### src/rtl/spike_rate_encoder.sv
// spike_rate_encoder: turns one pixel vector per window into rate-coded
// spike trains. Each channel adds its pixel value into a phase accumulator
// every issued timestep. The carry out of that addition is the spike, so
// channel i fires floor(pixel_i * WINDOW_LEN / 2^PIXEL_WIDTH) times per window.
// A neuron_rst pulse precedes every window, so downstream neurons start clean.
module spike_rate_encoder #(
   parameter int NUM_INPUTS  = 4,
   parameter int PIXEL_WIDTH = 8,
   parameter int WINDOW_LEN  = 256
) (
   input  logic                              clk,
   input  logic                              rst,
   input  logic                              pixel_valid,
   output logic                              pixel_ready,
   input  logic [NUM_INPUTS*PIXEL_WIDTH-1:0] pixel_data,
   input  logic                              step_en,
   output logic [NUM_INPUTS-1:0]             spike_out,
   output logic                              spike_valid,
   output logic                              neuron_rst,
   output logic                              window_done,
   output logic [15:0]                       step_count
);

   typedef enum logic [1:0] {
      ST_IDLE = 2'd0,
      ST_RUN  = 2'd1,
      ST_DONE = 2'd2
   } state_t;

   localparam logic [15:0] WINDOW_LEN_C = 16'(WINDOW_LEN);

   state_t                                   state_q, state_d;
   logic [NUM_INPUTS*PIXEL_WIDTH-1:0]        pix_q, pix_d;
   logic [NUM_INPUTS-1:0][PIXEL_WIDTH-1:0]   acc_q, acc_d;
   logic [NUM_INPUTS-1:0]                    spike_out_q, spike_out_d;
   logic                                     spike_valid_q, spike_valid_d;
   logic                                     neuron_rst_q, neuron_rst_d;
   logic                                     window_done_q, window_done_d;
   logic                                     pixel_ready_q, pixel_ready_d;
   logic [15:0]                              step_count_q, step_count_d;
   logic [PIXEL_WIDTH:0]                     sum_s [NUM_INPUTS];

   // Per-channel accumulator plus pixel, one bit wider so the carry is the spike.
   always_comb begin
      for (int i = 0; i < NUM_INPUTS; i++) begin
         sum_s[i] = {1'b0, acc_q[i]} + {1'b0, pix_q[i*PIXEL_WIDTH +: PIXEL_WIDTH]};
      end
   end

   // Next-state and next-output logic. Pulse outputs default low every cycle.
   always_comb begin
      state_d       = state_q;
      pix_d         = pix_q;
      acc_d         = acc_q;
      step_count_d  = step_count_q;
      spike_out_d   = '0;
      spike_valid_d = 1'b0;
      neuron_rst_d  = 1'b0;
      window_done_d = 1'b0;
      pixel_ready_d = 1'b0;
      case (state_q)
         ST_IDLE: begin
            if (pixel_valid && pixel_ready_q) begin
               pix_d        = pixel_data;
               acc_d        = '0;
               step_count_d = 16'd0;
               neuron_rst_d = 1'b1;
               state_d      = ST_RUN;
            end else begin
               pixel_ready_d = 1'b1;
            end
         end
         ST_RUN: begin
            if (step_en) begin
               for (int i = 0; i < NUM_INPUTS; i++) begin
                  acc_d[i]       = sum_s[i][PIXEL_WIDTH-1:0];
                  spike_out_d[i] = sum_s[i][PIXEL_WIDTH];
               end
               spike_valid_d = 1'b1;
               step_count_d  = step_count_q + 16'd1;
               // The last step of the window shows its spikes together with window_done.
               if ((step_count_q + 16'd1) == WINDOW_LEN_C) begin
                  window_done_d = 1'b1;
                  state_d       = ST_DONE;
               end else begin
                  state_d = ST_RUN;
               end
            end else begin
               state_d = ST_RUN;
            end
         end
         ST_DONE: begin
            state_d       = ST_IDLE;
            pixel_ready_d = 1'b1;
         end
         default: begin
            state_d       = ST_IDLE;
            pixel_ready_d = 1'b1;
         end
      endcase
   end

   // State and output registers. Reset wins over every other update, including mid-window.
   always_ff @(posedge clk) begin
      if (rst) begin
         state_q       <= ST_IDLE;
         pix_q         <= '0;
         acc_q         <= '0;
         step_count_q  <= 16'd0;
         spike_out_q   <= '0;
         spike_valid_q <= 1'b0;
         neuron_rst_q  <= 1'b0;
         window_done_q <= 1'b0;
         pixel_ready_q <= 1'b1;
      end else begin
         state_q       <= state_d;
         pix_q         <= pix_d;
         acc_q         <= acc_d;
         step_count_q  <= step_count_d;
         spike_out_q   <= spike_out_d;
         spike_valid_q <= spike_valid_d;
         neuron_rst_q  <= neuron_rst_d;
         window_done_q <= window_done_d;
         pixel_ready_q <= pixel_ready_d;
      end
   end

   assign pixel_ready = pixel_ready_q;
   assign spike_out   = spike_out_q;
   assign spike_valid = spike_valid_q;
   assign neuron_rst  = neuron_rst_q;
   assign window_done = window_done_q;
   assign step_count  = step_count_q;

endmodule

### config.mk
export PLATFORM = sky130hd
export DESIGN_NAME = spike_rate_encoder
export DESIGN_NICKNAME = d
export VERILOG_FILES = /design/src/rtl/spike_rate_encoder.sv
export SDC_FILE = /design/constraint.sdc
export NUM_CORES = 1
export LEC_CHECK = 0
export ABC_CLOCK_PERIOD_IN_PS = 3080
export CORE_MARGIN = 10
export CORE_UTILIZATION = 55
export CTS_CLUSTER_SIZE = 28
export DETAILED_ROUTE_END_ITERATION = 7
export GPL_TIMING_DRIVEN = 0
export MAX_ROUTING_LAYER = met4
export PLACE_DENSITY_LB_ADDON = 0.12
export SLEW_MARGIN = 20
export SYNTH_ARGS = -nofsm -noshare
export SYNTH_HDL_FRONTEND = slang
export SYNTH_SLANG_ARGS = --single-unit
### constraint.sdc
create_clock -name clk -period 3.08 [get_ports clk]
set_input_delay 0.462 -clock clk [delete_from_list [all_inputs] [get_ports clk]]
set_output_delay 0.462 -clock clk [all_outputs]
set_load 0.02 [all_outputs]
======== Yosys cells after proc, flatten, opt, wreduce, memory -nomap -nowiden ========
Index checks and enable logic that the tools add are counted.
storage, ports and cells
  register bits ........................... 90
  output and inout port bits .............. 24
operators by class
  add/subtract/negate cells ............... 5
  equality and inequality tests ........... 4
  muxes and demuxes ....................... 15
  bitwise logic cells ..................... 3
  reduce and logical (&&, ||, !) cells .... 8
operators with widths
  kind                     count
  $mux W32                 2
  $pmux W32 S2             1
  $add A8 B8 Y9            4
  $mux W16                 2
  $pmux W16 S2             1
  $add A16 B1 Y16 const B  1
  $eq A16 B9 Y1 const B    1
  $mux W2                  3
  $mux W1                  4
  $ne A2 B2 Y1 const B     2
  $pmux W2 S2              1
  $reduce_or A2 Y1         2
  $not A1 Y1               3
  $reduce_and A3 Y1        1
  $reduce_or A3 Y1         1
  $eq A2 B1 Y1 const B     1
  $logic_not A2 Y1         1
  $pmux W1 S2              1
  $reduce_and A2 Y1        1
  $reduce_bool A2 Y1       1
  $logic_and A1 B1 Y1      1

======== Longest topological paths before layout ========
Gate-level depths: netlist of run 1.
  word-level depth ........................ 5
  gate-level depth with buffers ........... 8
  gate-level depth less buffers ........... 8

======== Least setup slack after synthesis of run 1 ========
No wires, ideal clock.
  kind .................................... register to register
  from .................................... register step_count_q[0], in the netlist step_count[0]
  to ...................................... register state_q[0]
  library setup time ...................... 0.116 ns
  data arrival time ....................... 2.360 ns
  path slack .............................. 0.605 ns
  cell stages (with the launch flop) ...... 9
  path buffers ............................ 1
  period minus slack after synthesis ...... 2.475 ns
  cell sequence ........................... dfxtp_1 -> ha_1 -> clkbuf_1 -> nand3_1 -> nor4_1 -> xnor2_1 -> o21ai_0 -> a2111o_1 -> a31o_1
on the way
  word-level cells in the longest chain between the ends .. 5
RTL lines
  element                   line  text
  start: declaration        40    logic [15:0] step_count_q, step_count_d;
  start signal: assignment  119   step_count_q <= step_count_d;
  $add A16 B1 Y16           82    if ((step_count_q + 16'd1) == WINDOW_LEN_C) begin
  $eq A16 B9 Y1             82
  $mux W2                   82
  $mux W2                   74    if (step_en) begin
  $pmux W2 S2               61    case (state_q)
  end signal: assignment    116   state_q <= state_d;
  end: declaration          32    state_t state_q, state_d;
Every way passes these cells.
A chain may end at the register's enable or synchronous reset.

======== Worst setup path in the final report of run 1 ========
Same ends and word-level chain as after synthesis.

==> results of run 1 <==
[metrics by stage]
stage	worst slack, ps	area (sq um)	utilization
floorplan	605	4640	-
global placement	292	5360	0.653
detailed placement	312	5360	0.653
finish	315	5530	0.673
CTS	341	5530	0.673
global route	103	5530	0.673
[synth_stat cells, types with 2 or more instances]
cell      number
a2111o_1       2
xor2_1         5
buf_2          2
nor3_1        12
nor4_1         2
and3_2         2
nand3_1       15
a31oi_1        9
nor3b_1       11
o21bai_1       4
buf_6          2
inv_1          8
a21oi_1       75
fa_1           4
nand2_1       95
a32o_1         4
ha_1          34
a22oi_1       11
nor2b_1        7
xnor2_1       17
mux2i_1        4
o21a_1         4
a311oi_1       5
dfxtp_1       90
clkbuf_1      27
nand2b_1       3
a21o_1        12
nand4_1        3
nand3b_1       3
nor2_1        35
o21ai_0       26
or3_1          7
[power by group]
group	internal, uW	total, uW	switching (uW)
combinational	136	355	218
clock	298	743	445
sequential	1210	1240	31.0
total	1640	2330	694
[how the worst max path moves through the flow]
stage                       endpoint  slack (ps)  cells after the start
after floorplan           state_q[0]         600                      8
after global placement      acc_q[7]         290                      9
after detailed placement    acc_q[7]         310                      9
after CTS                 state_q[0]         340                      8
after global routing      state_q[0]         100                      8
final                     state_q[0]         320                      8
[final cells by class]
cell class / instances / share of cell area
Multi-Input combinational cell: 426 / 0.482
Sequential cell: 90 / 0.326
Timing Repair Buffer: 59 / 0.107
Buffer: 32 / 0.0256
Clock buffer: 11 / 0.0237
Tap cell: 105 / 0.0237
Clock inverter: 5 / 0.00724
Inverter: 8 / 0.00543
[critical path: stages (launching register included)]
cell and delay (ps):
dfxtp_1 490, ha_1 190, clkbuf_1 280, nand3_1 230, nor4_1 610, xnor2_1 180, o21ai_0 100, a2111o_1 350
a31o_1 240
[layer usage]
metal | global-route usage | vias to the layer above
li1 | - | 2108
met1 | 0.232 | 1975
met2 | 0.320 | 116
met5 | - | -
met4 | 0.0506 | 0
met3 | 0.0440 | 18
[cells in the final DEF, fill, tap and decap left out, drive strengths merged, types with 3 or more instances in the layout]
cell type / Yosys / final
a21o: 12 / 12
a21oi: 75 / 75
a22oi: 11 / 11
a311oi: 5 / 5
a31oi: 9 / 9
a32o: 4 / 4
and3: 3 / 3
buf: 5 / 5
clkbuf: 27 / 38
clkdlybuf4s50: 0 / 59
clkinvlp: 0 / 3
dfxtp: 90 / 90
fa: 4 / 4
ha: 34 / 34
inv: 8 / 9
mux2i: 4 / 4
nand2: 96 / 96
nand2b: 3 / 3
nand3: 15 / 15
nand3b: 3 / 3
nand4: 4 / 4
nor2: 36 / 36
nor2b: 7 / 7
nor3: 12 / 12
nor3b: 11 / 11
nor4: 3 / 3
o21a: 4 / 4
o21ai: 26 / 26
o21bai: 4 / 4
or3: 7 / 7
xnor2: 17 / 17
xor2: 5 / 5
[kinds of logic after synthesis]
family                   count (synthesis)  share of synthesized area
AO/OA/AOI/OAI                          159                      0.208
XOR/XNOR                                22                     0.0415
adder cells (fa/ha/maj)                 38                      0.109
buffers and inverters                   40                     0.0369
flip-flops                              90                      0.388
multiplexers                             4                    0.00863
AND/OR/NAND/NOR                        203                      0.208
[flip-flops by register name, summed over array words and instances (netlist names)]
signal,count
step_count,16
spike_valid,1
neuron_rst,1
window_done,1
state_q,2
spike_out,4
pix_q,32
pixel_ready,1
acc_q,32
==> run_results.csv, run 1 <==
group,metric,value,unit
status,status,"completed",
synth,seq_area_frac_synth,0.388,
synth,syn_nets,630,
routing,drt_iter0_markers,176,
power_and_ir_drop,power_density,422,mW/mm^2
power_and_ir_drop,leakage,0.00222,uW
routing,met2WireLength,5860,microns
power_and_ir_drop,vdd_drop_max,327,uV
routing,met1Wirelength,5450,microns
worst_setup_path,timing.rr.end,"state_q[0]",
hold_path,min_path_type,"flip-flop to flip-flop",
sta,period_minus_slack,2760,ps
clock_network,cts_tree,"done",
sta,hold_viol,0,
sta,finalSetupViolations,0,
synth,yosys_register_bits,90,
die,boundaryPins,60,
routing,drc,0,
placement,dp_hpwl,8950,microns
power_and_ir_drop,power,2330,uW
global_routing,grt_max_degree,16,
worst_setup_path,crit_start,"step_count[0]",
worst_setup_path,startpoint_type,"flip-flop",
routing,top_layer_used,"met4",
placement,io_buffer_count,59,
final_layout,num_antenna_cells,0,
sta,fin_hold_ws,466,ps
final_layout,multi_input_area,0.00267,sq mm
final_layout,areaGrowthSynthToFinish,19.3,%
synth,ys.flop_type,"dfxtp_1",
global_routing,grt-ovfl-total,0,
synth,synth_edf_count,0,
die,rows,33,
hold_path,hold-path-endpoint,"pix_q[19]",
global_routing,grt_usage,0.194,
routing,ant_nets,0,
worst_setup_path,ff2ff_path_depth,8,
clock_network,cts_buffer_depth,2,
final_layout,final_cells,736,
worst_setup_path,r2r_setup_slack,320,ps
clock_network,clk_latency,370,ps
clock_network,cts_hold_buf,0,
clock_network,cts_resized,0,
die,coreArea,0.00822,sq mm
clock_network,post_cts.repair.setup_buffers,0,
placement,dpl.cell_count,720,
synth,synthArstFlopShare,0,
die,dieHeight,112,microns
routing,vias_per_cell,5.73,
final_layout,drive_above_1_share,0.0444,
worst_setup_path,required,3340,ps
global_routing,antenna_found_initial,0,
sta,rsz0062_at_grt,"false",
sta,fin_skew,13.9,ps
routing,post_drt_wl_per_cell,16.5,microns
hold_path,holdPathStages,2,
worst_setup_path,critPathMaxFanout,7,
worst_setup_path,cp-end-kind,"flip-flop",
sta,fmax,362,MHz
clock_network,clk_pin_slew,100,ps
synth,yosys_warnings,0,
worst_setup_path,worst_ep_arrival_time,3020,ps
sta,worstMarginPinSlew,702,ps
clock_network,cts-htree-levels,3,
synth,netlist_area,0.00464,sq mm
hold_path,hp-start,"pix_q[19]",
routing,met3_length,644,microns
synth,ys_types,48,
final_layout,fill_cells,708,
sta,post-route-period-util,0.898,
worst_setup_path,r2r-start,"step_count[0]",
worst_setup_path,critical_path_class,"flip-flop to flip-flop",
synth,synth.largest_area_cell,"dfxtp_1",
sta,timing.slew.headroom,0.532,
flow_run,maxCapViolCount,0,
global_routing,grt_pass1_wl,19800,microns
synth,synth_cells,556,
clock_network,cts_root_buffer,"clkbuf_8",
final_layout,nNetsFinal,700,
routing,vias,4217,
synth,synthTopCellsByArea,"dfxtp_1 (39%), ha_1 (9.2%), a21oi_1 (8.1%)",
synth,yosysTopAreaCellShare,0.388,
clock_network,cts_made_buffers,9,
synth,syn_area_per_cell,8.34,sq um
routing,finalWirelength,12100,microns
routing,firstDrtPassIters,5,
die,start_util,0.565,
clock_network,clock-sinks,90,
sta,fin_setup_tns,0,ps
placement,place_congestion,0.942,
sta,slew_violations,0,
global_routing,grt_pass1_vias,4150,
final_layout,regArea,0.00180,sq mm
die,dieArea,0.0125,sq mm
die,die_x,112,microns
Note: power is estimated with default switching activity, not from simulation.
==> run 2, diff against run 1 <==
--- a/config.mk
+++ b/config.mk
@@ -6,13 +6,14 @@
 export NUM_CORES = 1
 export LEC_CHECK = 0
 export ABC_CLOCK_PERIOD_IN_PS = 3080
-export CORE_MARGIN = 10
+export CORE_MARGIN = 1.5
 export CORE_UTILIZATION = 55
 export CTS_CLUSTER_SIZE = 28
 export DETAILED_ROUTE_END_ITERATION = 7
 export GPL_TIMING_DRIVEN = 0
 export MAX_ROUTING_LAYER = met4
 export PLACE_DENSITY_LB_ADDON = 0.12
+export SKIP_LAST_GASP = 1
 export SLEW_MARGIN = 20
 export SYNTH_ARGS = -nofsm -noshare
 export SYNTH_HDL_FRONTEND = slang
==> run 2 against run 1 <==
First-iteration DRC count rose by 16%. Combinational power about the same. Setup slack improved by 60 ps. Clock skew fell by 7.1 ps. Highest routed layer unchanged. Power grew 4.0%. Via count up 0.24%.
==> run_results.csv, run 2 (same netlist as run 1, synthesis figures left out) <==
group,metric,value,unit
sta,rsz0062_at_grt,"false",
clock_network,cts_buffer_depth,2,
final_layout,num_antenna_cells,0,
final_layout,fin_util,0.680,
worst_setup_path,critical_path_class,"flip-flop to flip-flop",
sta,worstMarginPinSlew,725,ps
clock_network,cts_made_buffers,9,
worst_setup_path,crit_start,"step_count[0]",
final_layout,regArea,0.00180,sq mm
die,die_x,94.8,microns
global_routing,antenna_found_initial,0,
sta,fin_setup_tns,0,ps
placement,io_buffer_count,59,
worst_setup_path,cpPeakStageDelay,560,ps
routing,drc,0,
clock_network,cts_tree,"done",
sta,slew_violations,0,
die,coreArea,0.00818,sq mm
global_routing,grt_max_degree,17,
worst_setup_path,worst_ep_arrival_time,2960,ps
global_routing,grt_pass1_wl,19300,microns
die,rows,33,
clock_network,clk_latency,360,ps
worst_setup_path,cp-end-kind,"flip-flop",
clock_network,cts-htree-levels,3,
sta,fin_ws,375,ps
worst_setup_path,ff2ff_path_depth,8,
power_and_ir_drop,power,2430,uW
sta,finalSetupViolations,0,
worst_setup_path,cp.depth,8,
routing,post_drt_wl_per_cell,15.8,microns
sta,fmax,370,MHz
clock_network,cts_hold_buf,0,
power_and_ir_drop,vdd_drop_max,251,uV
sta,post-route-period-util,0.878,
sta,period_minus_slack,2700,ps
routing,vias,4227,
clock_network,cts_resized,0,
placement,place_congestion,0.870,
routing,firstDrtPassIters,5,
global_routing,grt_pass1_vias,4114,
final_layout,mostFrequentLayoutCells,"nand2_1 (95), dfxtp_1 (90), a21oi_1 (75)",
final_layout,layout_commonest_cell,"nand2_1",
sta,fin_skew,6.81,ps
placement,dp_hpwl,8250,microns
die,start_util,0.567,
worst_setup_path,cpMaxStageDelayCell,"nor4_1",
sta,fin_hold_ws,465,ps
sta,timing.slew.headroom,0.513,
sta,hold_viol,0,
global_routing,grt-ovfl-total,0,
final_layout,fill_cells,724,
global_routing,grt_usage,0.283,
worst_setup_path,worstPathCellList,"ha_1, clkbuf_1, nand3_1, nor4_1, xnor2_1, o21ai_0, a2111o_1, a31o_1",
placement,dpl_worst_slack,274,ps
power_and_ir_drop,power_density,437,mW/mm^2
clock_network,clock-sinks,90,
worst_setup_path,critPathTopFamily,"simple AND/OR/NAND/NOR gates",
die,dieHeight,94.8,microns
final_layout,drive_above_1_share,0.0475,
routing,ant_nets,0,
hold_path,min_path_type,"flip-flop to flip-flop",
flow_run,maxCapViolCount,0,
clock_network,post_cts.repair.setup_buffers,0,
power_and_ir_drop,leakage,0.00225,uW
worst_setup_path,crit_path_end,"state_q[0]",
worst_setup_path,r2r-start,"step_count[0]",
final_layout,nNetsFinal,700,
die,boundaryPins,60,
worst_setup_path,r2r_setup_slack,380,ps
final_layout,multi_input_area,0.00267,sq mm
status,status,"completed",
worst_setup_path,timing.rr.end,"state_q[0]",
worst_setup_path,cp.buffers_inverters,1,
routing,drt_iter0_markers,205,
worst_setup_path,required,3340,ps
worst_setup_path,startpoint_type,"flip-flop",
clock_network,cts_root_buffer,"clkbuf_8",
routing,finalWirelength,11700,microns
worst_setup_path,critPathMaxFanout,7,
final_layout,areaGrowthSynthToFinish,19.9,%
routing,vias_per_cell,5.74,
clock_network,clk_pin_slew,90,ps
die,dieArea,0.00900,sq mm
[run 2: per-stage QoR]
stage                     area (sq um)  std cells
after floorplan                   4640        556
after global placement            5360        720
after detailed placement          5360        720
after CTS                         5560        736
after global routing              5560        736
final                             5560        736
[run 2: worst min path at each step]
stage,depth (start not counted),to,start,slack [ps]
global placement,2,acc_q[21],acc_q[21],440
floorplan,2,acc_q[13],acc_q[13],430
global route,2,acc_q[15],acc_q[15],490
finish,2,acc_q[15],acc_q[15],460
detailed placement,2,acc_q[15],acc_q[15],450
CTS,2,acc_q[15],acc_q[15],470
[run 2: layout make-up]
cell class | instances | share of cell area
clock buffers | 9 | 0.0223
multi-input cells | 426 | 0.479
repair buffers | 59 | 0.106
flip-flops and latches | 90 | 0.324
well taps | 105 | 0.0236
clock inverters | 7 | 0.0137
plain buffers | 32 | 0.0254
inverters | 8 | 0.00540
[run 2: layer usage]
layer	global-route usage	routed length, microns
met1	0.340	5020
met2	0.478	5720
met3	0.0507	707
met4	0.0920	195
met5	-	0
[run 2: worst register-to-register path: cells and delay by family (launching register included)]
kind,cells,cell delay [ps]
DFF,1,500
adders and majority gates,1,200
and+or+nand+nor,2,770
AOI/OAI and AO/OA,3,680
buffers and inverters,1,280
xor gates and xnor gates,1,180
[run 2: power by group]
group | leakage, uW | total, uW | switching, uW | internal [uW]
Clock | 0.000102 | 834 | 450 | 384
Combinational | 0.00142 | 357 | 220 | 137
Sequential | 0.000730 | 1240 | 31.8 | 1210
Total | 0.00225 | 2430 | 702 | 1730
